### src/rtl/program_loader.sv
// Serial program loader: receives a length-prefixed word image over a byte link,
// writes it to program memory, then releases the CPU. Optional macro: LOADER_CHECKSUM_EN.
module program_loader #(
    parameter logic [15:0] MEM_BASE  = 16'h0000,
    parameter int unsigned MAX_WORDS = 1024
) (
    input  logic        Clock,
    input  logic        Reset,
    input  logic        Start,
    input  logic        ByteValid,
    input  logic [7:0]  ByteData,
    output logic        ByteReady,
    output logic [15:0] MemAddr,
    output logic [15:0] MemWriteData,
    output logic        MemWrite,
    output logic        CpuReset,
    output logic        Done,
    output logic        Error
);
    localparam logic [2:0] IDLE    = 3'd0;
    localparam logic [2:0] LEN_HI  = 3'd1;
    localparam logic [2:0] LEN_LO  = 3'd2;
    localparam logic [2:0] DATA_HI = 3'd3;
    localparam logic [2:0] DATA_LO = 3'd4;
`ifdef LOADER_CHECKSUM_EN
    localparam logic [2:0] CHECK   = 3'd5;
    localparam logic [2:0] AFTER_DATA = CHECK;
`else
    localparam logic [2:0] AFTER_DATA = 3'd6;
`endif
    localparam logic [2:0] RUN     = 3'd6;
    localparam logic [2:0] FAULT   = 3'd7;

    logic [2:0]  state;
    logic [15:0] len;
    logic [15:0] word_cnt;
    logic [7:0]  hi_byte;
    logic [15:0] len_in;
    logic        xfer;
`ifdef LOADER_CHECKSUM_EN
    logic [7:0]  csum;
`endif

    always_comb begin
        ByteReady = 1'b0;
        case (state)
            LEN_HI, LEN_LO, DATA_HI, DATA_LO: ByteReady = 1'b1;
`ifdef LOADER_CHECKSUM_EN
            CHECK: ByteReady = 1'b1;
`endif
            default: ByteReady = 1'b0;
        endcase
    end

    assign xfer     = ByteReady && ByteValid;
    assign len_in   = {len[15:8], ByteData};
    // Status outputs decode straight from the state register, no extra latency.
    assign CpuReset = (state != RUN);
    assign Done     = (state == RUN);
    assign Error    = (state == FAULT);

    always_ff @(posedge Clock) begin
        if (Reset) begin
            state        <= IDLE;
            len          <= 16'd0;
            word_cnt     <= 16'd0;
            hi_byte      <= 8'd0;
            MemWrite     <= 1'b0;
            MemAddr      <= MEM_BASE;
            MemWriteData <= 16'd0;
`ifdef LOADER_CHECKSUM_EN
            csum         <= 8'd0;
`endif
        end else begin
            MemWrite <= 1'b0;
            case (state)
                IDLE, RUN, FAULT: begin
                    if (Start) begin
                        state    <= LEN_HI;
                        len      <= 16'd0;
                        word_cnt <= 16'd0;
`ifdef LOADER_CHECKSUM_EN
                        csum     <= 8'd0;
`endif
                    end
                end
                LEN_HI: begin
                    if (xfer) begin
                        len[15:8] <= ByteData;
                        state     <= LEN_LO;
                    end
                end
                LEN_LO: begin
                    if (xfer) begin
                        len[7:0] <= ByteData;
                        if (32'(len_in) > MAX_WORDS) state <= FAULT;
                        else if (len_in != 16'd0)    state <= DATA_HI;
                        else                         state <= AFTER_DATA;
                    end
                end
                DATA_HI: begin
                    if (xfer) begin
                        hi_byte <= ByteData;
                        state   <= DATA_LO;
`ifdef LOADER_CHECKSUM_EN
                        csum    <= csum ^ ByteData;
`endif
                    end
                end
                DATA_LO: begin
                    if (xfer) begin
                        // Address and data only move together with the write strobe.
                        MemWrite     <= 1'b1;
                        MemAddr      <= MEM_BASE + word_cnt;
                        MemWriteData <= {hi_byte, ByteData};
                        word_cnt     <= word_cnt + 16'd1;
`ifdef LOADER_CHECKSUM_EN
                        csum         <= csum ^ ByteData;
`endif
                        state <= ((word_cnt + 16'd1) != len) ? DATA_HI : AFTER_DATA;
                    end
                end
`ifdef LOADER_CHECKSUM_EN
                CHECK: begin
                    if (xfer) state <= (ByteData == csum) ? RUN : FAULT;
                end
`endif
                default: state <= IDLE;
            endcase
        end
    end
endmodule

### config.mk
export PLATFORM = sky130hd
export DESIGN_NAME = program_loader
export DESIGN_NICKNAME = d
export VERILOG_FILES = /design/src/rtl/program_loader.sv
export SDC_FILE = /design/constraint.sdc
export NUM_CORES = 1
export LEC_CHECK = 0
export ABC_AREA = 1
export CORE_MARGIN = 10
export CORE_UTILIZATION = 55
export CTS_BUF_LIST = sky130_fd_sc_hd__clkbuf_8
export DETAILED_ROUTE_END_ITERATION = 8
export PLACE_DENSITY_LB_ADDON = 0.08
export REMOVE_ABC_BUFFERS = 1
export SETUP_SLACK_MARGIN = 0.02
export SYNTH_ARGS = -nofsm -noshare
export SYNTH_HDL_FRONTEND = slang
export SYNTH_SLANG_ARGS = --single-unit
### constraint.sdc
create_clock -name Clock -period 2.23 [get_ports Clock]
set_clock_uncertainty 0.05 [all_clocks]
set_input_delay 0.446 -clock Clock [delete_from_list [all_inputs] [get_ports Clock]]
set_output_delay 0.446 -clock Clock [all_outputs]
set_load 0.02 [all_outputs]
Yosys cells after proc, flatten, opt, wreduce, memory -nomap -nowiden

Cells that the tools add are included.
Widths: inputs -> output; s select.

Logic and storage cells: 56
Register bits: 76
Output and inout port bits: 37

Magnitude comparators: 1
Eq/ne operators: 13
Muxes and demuxes: 17
$add $sub $neg: 1
Bitwise operators: 1
Reductions and logical operators: 15

Operator list:

| kind                  | count |
|---|---|
| $mux 16               | 2 |
| $pmux 16 s2           | 1 |
| $pmux 8 s2            | 2 |
| $mux 3                | 8 |
| $add 16x1->16 const B | 1 |
| $gt 16x11->1 const B  | 1 |
| $ne 16x16->1          | 1 |
| $reduce_bool 16->1    | 1 |
| $pmux 3 s5            | 1 |
| $ne 2x2->1 const B    | 5 |
| $eq 3x3->1 const B    | 3 |
| $reduce_and 3->1      | 3 |
| $mux 8                | 1 |
| $eq 3x2->1 const B    | 2 |
| $reduce_bool 2->1     | 3 |
| $reduce_and 5->1      | 1 |
| $reduce_and 2->1      | 2 |
| $reduce_or 4->1       | 1 |
| $eq 3x1->1 const B    | 1 |
| $logic_not 3->1       | 1 |
| $ne 3x3->1 const B    | 1 |
| $reduce_or 3->1       | 1 |
| $mux 1                | 2 |
| $reduce_or 2->1       | 1 |
| other kinds (2)       | 2 |

Depth between registers and ports, before layout

Gate-level depths: netlist of run 1.

Depth after elaboration: 6
Gate-level depth with buffers: 16

Least setup slack after synthesis of run 1

OpenSTA, ideal clock, no wires.

Path type: reg-to-reg
From: register word_cnt[1]
To: register state[0]
Setup slack: 0.482 ns
Setup time: 0.132 ns
Clock period less this slack: 1.748 ns
Buffers on the path: 0
Stages on the path, launching flop included: 17
Data required time: 2.048 ns
Data arrival time: 1.566 ns
Cells stage by stage: dfxtp_1 > ha_1 > nand2_1 > nor2_2 > nand2_1 > nand2_1 > nand2_1 > nand2_1 > nand2_1 > nor2_1 > nand2_1 > nor2_1 > nand3_1 > nand2_1 > nand2_1 > nand2_1 > a21oi_1

Cells in the longest elaborated chain, start to end: 5

Ends and longest elaborated chain:

| what                     | line | source |
|---|---|---|
| start: declaration       | 36   | `logic [15:0] word_cnt;` |
| start signal: assignment | 116  | `word_cnt <= word_cnt + 16'd1;` |
| $add 16x1->16            | 120  | `state <= ((word_cnt + 16'd1) != len) ? DATA_HI : AFTER_DATA;` |
| $ne 16x16->1             | 120  |  |
| $mux 3                   | 120  |  |
| $mux 3                   | 111  | `if (xfer) begin` |
| $pmux 3 s5               | 76   | `case (state)` |
| end signal: assignment   | 120  |  |
| end: declaration         | 34   | `logic [2:0] state;` |

No other way between the ends. The select of a mux whose other input is x is not followed.
A chain may end at the register's enable or synchronous reset.

Worst setup path after layout of run 1

From: register state[0]
To: output port ByteReady

Cells in the longest elaborated chain, start to end: 3
Elaborated cells between the ends (all ways): 6
Those cells by class: eq/ne: 4; mux: 1; reduce/logical: 1

Ends and longest elaborated chain:

| what                                     | line | source |
|---|---|---|
| $eq 3x3->1, or another cell as far along | 46   | `case (state)` |
| $reduce_or 4->1 (*)                      | 46   |  |
| $mux 1 (*)                               | 46   |  |
| end: declaration                         | 12   | `output logic ByteReady,` |

Every way passes the cells marked *; elsewhere a longest branch is shown, timed or not.

==> results of run 1 <==
-- power groups by stage --
| stage | logic (mW) | registers, mW | clock network (mW) |
|---|---|---|---|
| global placement | 1.60 | 1.68 | 0 |
| detailed placement | 1.62 | 1.69 | 0 |
| global route | 1.79 | 1.68 | 1.20 |
| floorplan | 1.03 | 1.73 | 0 |
| finish | 1.61 | 1.66 | 1.12 |
| CTS | 1.62 | 1.66 | 1.13 |
-- worst min-delay path, stage by stage (launching register included) --
cell,delay [ns]
dfxtp_1,0.32
nor2_1,0.09
nor2_1,0.05
-- worst paths after layout --
path / startpoint / endpoint / slack (ns) / depth (start not counted)
worst max-delay path: state[0] / ByteReady / 0.21 / 6
worst min-delay path: hi_byte[6] / hi_byte[6] / 0.45 / 2
worst max register to register: word_cnt[0] / state[0] / 0.26 / 14
worst min register to register: hi_byte[6] / hi_byte[6] / 0.45 / 2
-- per-layer routing --
metal	part of all wire [%]	global-route usage (%)	routed length [um]	vias to the layer above
li1	-	-	-	1786
met1	46	24.06	4323	1555
met2	44	29.67	4179	128
met3	8.8	6.748	832	9
met4	1.0	6.291	95	0
met5	0	0	0	-
-- layout by cell type, fill, tap and decap left out, types with 2 or more instances in the layout --
master	count
a211oi_2	12
a21oi_1	43
a21oi_2	3
a22oi_1	4
buf_4	19
clkbuf_8	10
clkdlybuf4s50_1	44
clkinv_4	2
dfxtp_1	72
dfxtp_2	4
dlymetal6s2s_1	2
inv_1	35
inv_2	10
inv_6	2
nand2_1	91
nand2_2	5
nand3_1	32
nand3b_1	4
nand4_1	7
nor2_1	81
nor2_2	7
nor2_4	5
nor3_1	2
o21ai_0	43
o21ai_1	4
o21ai_2	2
xnor3_1	2
xor2_1	4
-- registers in the layout (all words and copies together) (netlist names) --
| name | count |
|---|---|
| MemAddr | 16 |
| MemWrite | 1 |
| MemWriteData | 16 |
| hi_byte | 8 |
| len | 16 |
| state | 3 |
| word_cnt | 16 |
-- what timing repair did --
item / 4_1_cts / 5_1_grt
pin swaps: 0 / 1
cloned: 0 / 0
endpoints found under the setup margin: 4 / 5
gates resized for setup: 4 / 9
-- cells by family (layout without fill, tap and decap cells) --
logic type | count (synthesis) | in the layout
AO/OA/AOI/OAI | 116 | 116
XOR/XNOR | 7 | 7
adder cells (fa/ha/maj) | 1 | 1
buffers and inverters | 67 | 130
flip-flops | 76 | 76
AND/OR/NAND/NOR | 238 | 238
-- area by class of cell --
type / instances / share of cell area [%]
clock buffers: 10 / 3.029
repair buffers: 68 / 14.12
multi-input cells: 362 / 41.74
well taps: 77 / 2.120
inverters: 46 / 3.855
flip-flops and latches: 76 / 33.59
clock inverters: 6 / 1.542
-- stage by stage --
step           setup TNS, ns  total power [mW]
2_1_floorplan         -9.937             2.754
3_3_place_gp               0             3.283
3_5_place_dp               0             3.310
4_1_cts                    0             4.416
5_1_grt                    0             4.668
6_report                   0             4.395
==> out/metrics.yaml, run 1 <==
routedWlPerCell_um: 14.62
core_area_um2: 6422
seqPwrFrac_pct: 37.8
layout-drive-gt1-share_pct: 16.20
crit_slowest_cell: "dfxtp_1"
cpLargestDelayFamily: "simple AND/OR/NAND/NOR gates"
fin_util_pct: 70.76
io_buffers: 48
die_area_um2: 10370
via_per_inst: 5.392
yosysWarnings: 0
clkPwrFrac_pct: 25.5
relSlewSlack_pct: 64.26
switching_share_pct: 38.38
drt_drc_violations_left: 0
num_vias: 3478
muxShareOfSynthArea_pct: 0
hold_slack_ns: 0.4460
drt_first_pass_iters: 5
peakVddDrop_v: 0.0006951
drtIter0Drc: 176
synth_top_cell_by_area: "dfxtp_1"
ys_top_cells_by_count: "nand2_1, nor2_1, dfxtp_1"
intPower_mw: 2.708
first_global_vias: 3241
clk_pin_slew_ns: 0.09
grt_use_total_pct: 19.03
crit_top_cell: "inv_2"
cts_inserted_buffers: 9
placed_area_um2: 4323
critPathKind: "reg2out"
multiInputGateArea_um2: 1897
dp_cells: 629
p_switching_mw: 1.687
tightest_slew_ns: 0.5336
grt_remaining_overflow: 0
cp_data_required_time_ns: 1.73
drt_wl_total_um: 9431
hold_viol: 0
maxCapViolCount: 0
n_fill_cell: 537
postCtsSetupBuffers: 0
die_h_um: 101.9
setup_slack_ns: 0.2070
slew_violations: 0
grt_max_degree: 45
synth_seq_area_share_pct: 41.29
status: "finished clean"
cts-hold-fix-buffers: 0
finalCriticalPeriod_ns: 2.023
crit_buf_inv: 3
cpPeakStageDelay_ns: 0.39
synth_compound_area_share_pct: 19.83
dp_hpwl_um: 6728
ys_ff_latch: 76
clkSinkCount: 76
yosys.area_share.adder_pct: 0.3396
syn_inst: 505
die_w_um: 101.9
synthDistinctLibCells: 37
clock_latency_ns: 0.36
cts_tree: "built"
max_freq_mhz: 494.3
yosysMostFrequentCell: "nand2_1"
final_area_um2: 4544
synth_top_area_share_pct: 41.29
fin_cells: 645
synth_edf_count: 0
start_util_pct: 57.37
pre_cts_ws_ns: 0.1183
pwr_density_cell_nw_per_um2: 967.1
rsz0062_at_grt: "no"
final-seq-area_um2: 1526
yosys.area_share.simple_pct: 28.49
power.static_leakage_nw: 1.798
gp_congestion: 0.9060
io_pins: 49
cts_root_buffer: "clkbuf_8"
antenna_found_initial: 0
async_flop_share_pct: 0
finalSetupViolCount: 0
synth_top_family_by_area: "simple AND/OR/NAND/NOR gates"
std_cell_rows: 29
cts_buffer_depth: 2
synthXorXnorAreaFrac_pct: 2.411
period_share_pct: 90.72
area_growth_pct: 23.33
cp.arrival_ns: 1.53
syn_avg_cell_area_um2: 7.297
cts.htree.levels: 3
syn_area_um2: 3685
grt_pass1_wl_um: 15770
crit_chain: "nor2_1 -> inv_2 -> nor2_2 -> inv_2 -> nand3_1 -> clkbuf_2"
critPathMaxFanout: 5
end_kind: "output port"
power_frac_comb_pct: 36.7
hold_path_class: "reg2reg"
drtAntennaViolNets: 0
synth_flop_cell: "dfxtp_1"
synth_area_leaders: "dfxtp_1, nand2_1, nor2_1, a21oi_1, o21ai_0"
num_antenna_cells: 0
final_nets: 576
cp-start-kind: "flip-flop"
Power figures use the tool's default switching activity.
==> run 2: changes to the inputs <==
CAP_MARGIN = 10   (was not set)
==> results of run 2 <==
No change in the layout: final DEF, timing and power equal those of run 1.
==> run 3: changes to the inputs <==
PLACE_DENSITY = 0.8   (was not set)
PLACE_DENSITY_LB_ADDON = not set   (was 0.08)
==> run 3 against run 2 <==
Register-to-register slack better by 0.02 ns; critical path depth stayed put; utilization is 0.72 points lower; total power is 2.0% lower; wire length is 4.2% higher; sequential share of layout area is 0.40 points higher; combinational power hardly changed; global-route usage is 0.61 points higher; non-clock buffer count is 4 lower; clock power is 7% lower; worst setup slack better by 0.030 ns; hold slack worse by 0.0066 ns.
==> out/metrics.yaml, run 3 (same netlist as run 1, synthesis figures left out) <==
status: "finished clean"
hold_viol: 0  # unchanged
cp_data_required_time_ns: 1.73  # about the same
startpoint: "state[0]"
cp.arrival_ns: 1.50  # -0.03 ns
crit_path_end: "ByteReady"
die_h_um: 101.9  # unchanged
cpPeakStageDelay_ns: 0.37  # -0.02 ns
period_share_pct: 89.37  # -1.3 points
die_w_um: 101.9  # unchanged
cts_inserted_buffers: 9  # unchanged
cts.htree.levels: 3  # unchanged
drt_drc_violations_left: 0  # unchanged
hold_path_class: "reg2reg"
power_frac_comb_pct: 37.1  # +0.4 points
clkSinkCount: 76  # unchanged
grt_use_total_pct: 19.64  # +0.61 points
critPathKind: "reg2out"
drt_first_pass_iters: 5  # unchanged
via_per_inst: 5.512  # +2.2%
reg2reg_to: "state[0]"
start_util_pct: 57.37  # unchanged
slew_violations: 0  # unchanged
pre_cts_ws_ns: -0.02830  # -0.1466 ns
setup_slack_ns: 0.2370  # +0.03001 ns
end_kind: "output port"
pwr_density_cell_nw_per_um2: 957.8  # -0.96%
seqPwrFrac_pct: 38.7  # +0.9 points
drtAntennaViolNets: 0  # unchanged
critPathMaxFanout: 5  # unchanged
num_antenna_cells: 0  # unchanged
peakVddDrop_v: 0.0007305  # +5.1%
drt_wl_total_um: 9825  # +4.2%
rr_startpoint: "word_cnt[0]"
final_cell_mix: "nand2_1, nor2_1, dfxtp_1"
tightest_slew_ns: 0.7528  # +0.2192 ns
die_area_um2: 10370  # unchanged
rrSetupSlack_ns: 0.28  # +0.02 ns
cts-hold-fix-buffers: 0  # unchanged
crit_slowest_cell: "dfxtp_2"
crit_buf_inv: 3  # unchanged
finalCriticalPeriod_ns: 1.993  # -0.03001 ns
p_switching_mw: 1.710  # +1.4%
antenna_found_initial: 0  # unchanged
final_nets: 572  # -0.69%
crit_top_cell: "inv_2"
multiInputGateArea_um2: 1908  # +0.59%
intPower_mw: 2.598  # -4.1%
grt_pass1_wl_um: 16220  # +2.9%
final-seq-area_um2: 1529  # +0.16%
power.total_mw: 4.308  # -2.0%
crit_chain: "nor2_1 -> inv_2 -> nor2_2 -> inv_2 -> nand3_1 -> clkbuf_2"
cp_num_cells: 6  # unchanged
relSlewSlack_pct: 49.66  # -15 points
dp_hpwl_um: 6944  # +3.2%
layout-drive-gt1-share_pct: 16.13  # -0.062 points
cp-start-kind: "flip-flop"
area_growth_pct: 22.07
cts_root_buffer: "clkbuf_8"
n_fill_cell: 509  # -5.2%
std_cell_rows: 29  # unchanged
max_freq_mhz: 501.8  # +1.5%
routedWlPerCell_um: 15.33  # +4.8%
clock_latency_ns: 0.37  # about the same
io_pins: 49  # unchanged
power.static_leakage_nw: 1.767  # -1.7%
grt_remaining_overflow: 0  # unchanged
maxCapViolCount: 0  # unchanged
drtIter0Drc: 220  # +25%
clkPwrFrac_pct: 24.2  # -1.3 points
rsz0062_at_grt: "no"
cts_buffer_depth: 2  # unchanged
clk_pin_slew_ns: 0.08  # about the same
finalSetupViolCount: 0  # unchanged
num_vias: 3533  # +1.6%
core_area_um2: 6422  # unchanged
r2r_cells: 14  # unchanged
switching_share_pct: 39.70  # +1.3 points
cts_tree: "built"
gp_congestion: 0.9842  # +8.6%
io_buffers: 48  # unchanged
cpLargestDelayFamily: "simple AND/OR/NAND/NOR gates"
final_common_cell: "nand2_1"
cts_resized: 6  # +2
first_global_vias: 3400  # +4.9%
postCtsSetupBuffers: 0  # unchanged
grt_max_degree: 34  # -24%
-- run 3: through the flow --
stage,hold slack (ns),area [um^2],setup TNS [ns],cells,util [%]
floorplan,0.4010,3578,-9.937,484,-
global placement,0.4144,4280,0,625,66.65
detailed placement,0.4250,4280,-0.02830,625,66.65
CTS,0.4402,4474,0,641,69.67
global route,0.4548,4498,0,641,70.04
finish,0.4394,4498,0,641,70.04
-- run 3: worst min-delay path, cell delays in order (launching register included) --
cell	delay, ns
dfxtp_1	0.33
nand2_1	0.06
a21oi_1	0.05
-- run 3: layer usage --
layer / track usage, % / up-vias / wire length (um)
li1: - / 1770 / -
met1: 23.14 / 1598 / 4062
met2: 32.55 / 147 / 4716
met3: 6.613 / 18 / 866
met4: 7.484 / 0 / 180
met5: 0 / - / 0
-- run 3: worst min-delay path by stage --
stage | from | end | cells after the start | slack (ns)
4_1_cts | hi_byte[7] | MemWriteData[15] | 2 | 0.44
3_3_place_gp | hi_byte[6] | MemWriteData[14] | 2 | 0.41
5_1_grt | hi_byte[7] | MemWriteData[15] | 2 | 0.45
2_1_floorplan | len[2] | len[2] | 2 | 0.40
6_report | len[1] | len[1] | 2 | 0.44
3_5_place_dp | hi_byte[6] | hi_byte[6] | 2 | 0.42
-- run 3: cell type report --
class | instances | area share [%]
Timing Repair Buffer | 64 | 13.24
Sequential cell | 76 | 33.99
Inverter | 46 | 3.894
Clock buffer | 11 | 3.366
Clock inverter | 5 | 0.9458
Tap cell | 77 | 2.142
Multi-Input combinational cell | 362 | 42.42
-- run 3: power by group through the flow --
stage,Sequential (mW),Clock (mW),Combinational (mW)
after floorplan,1.73,0,1.03
after global placement,1.67,0,1.56
after detailed placement,1.68,0,1.58
after CTS,1.66,1.05,1.59
after global routing,1.68,1.11,1.77
final,1.67,1.04,1.60
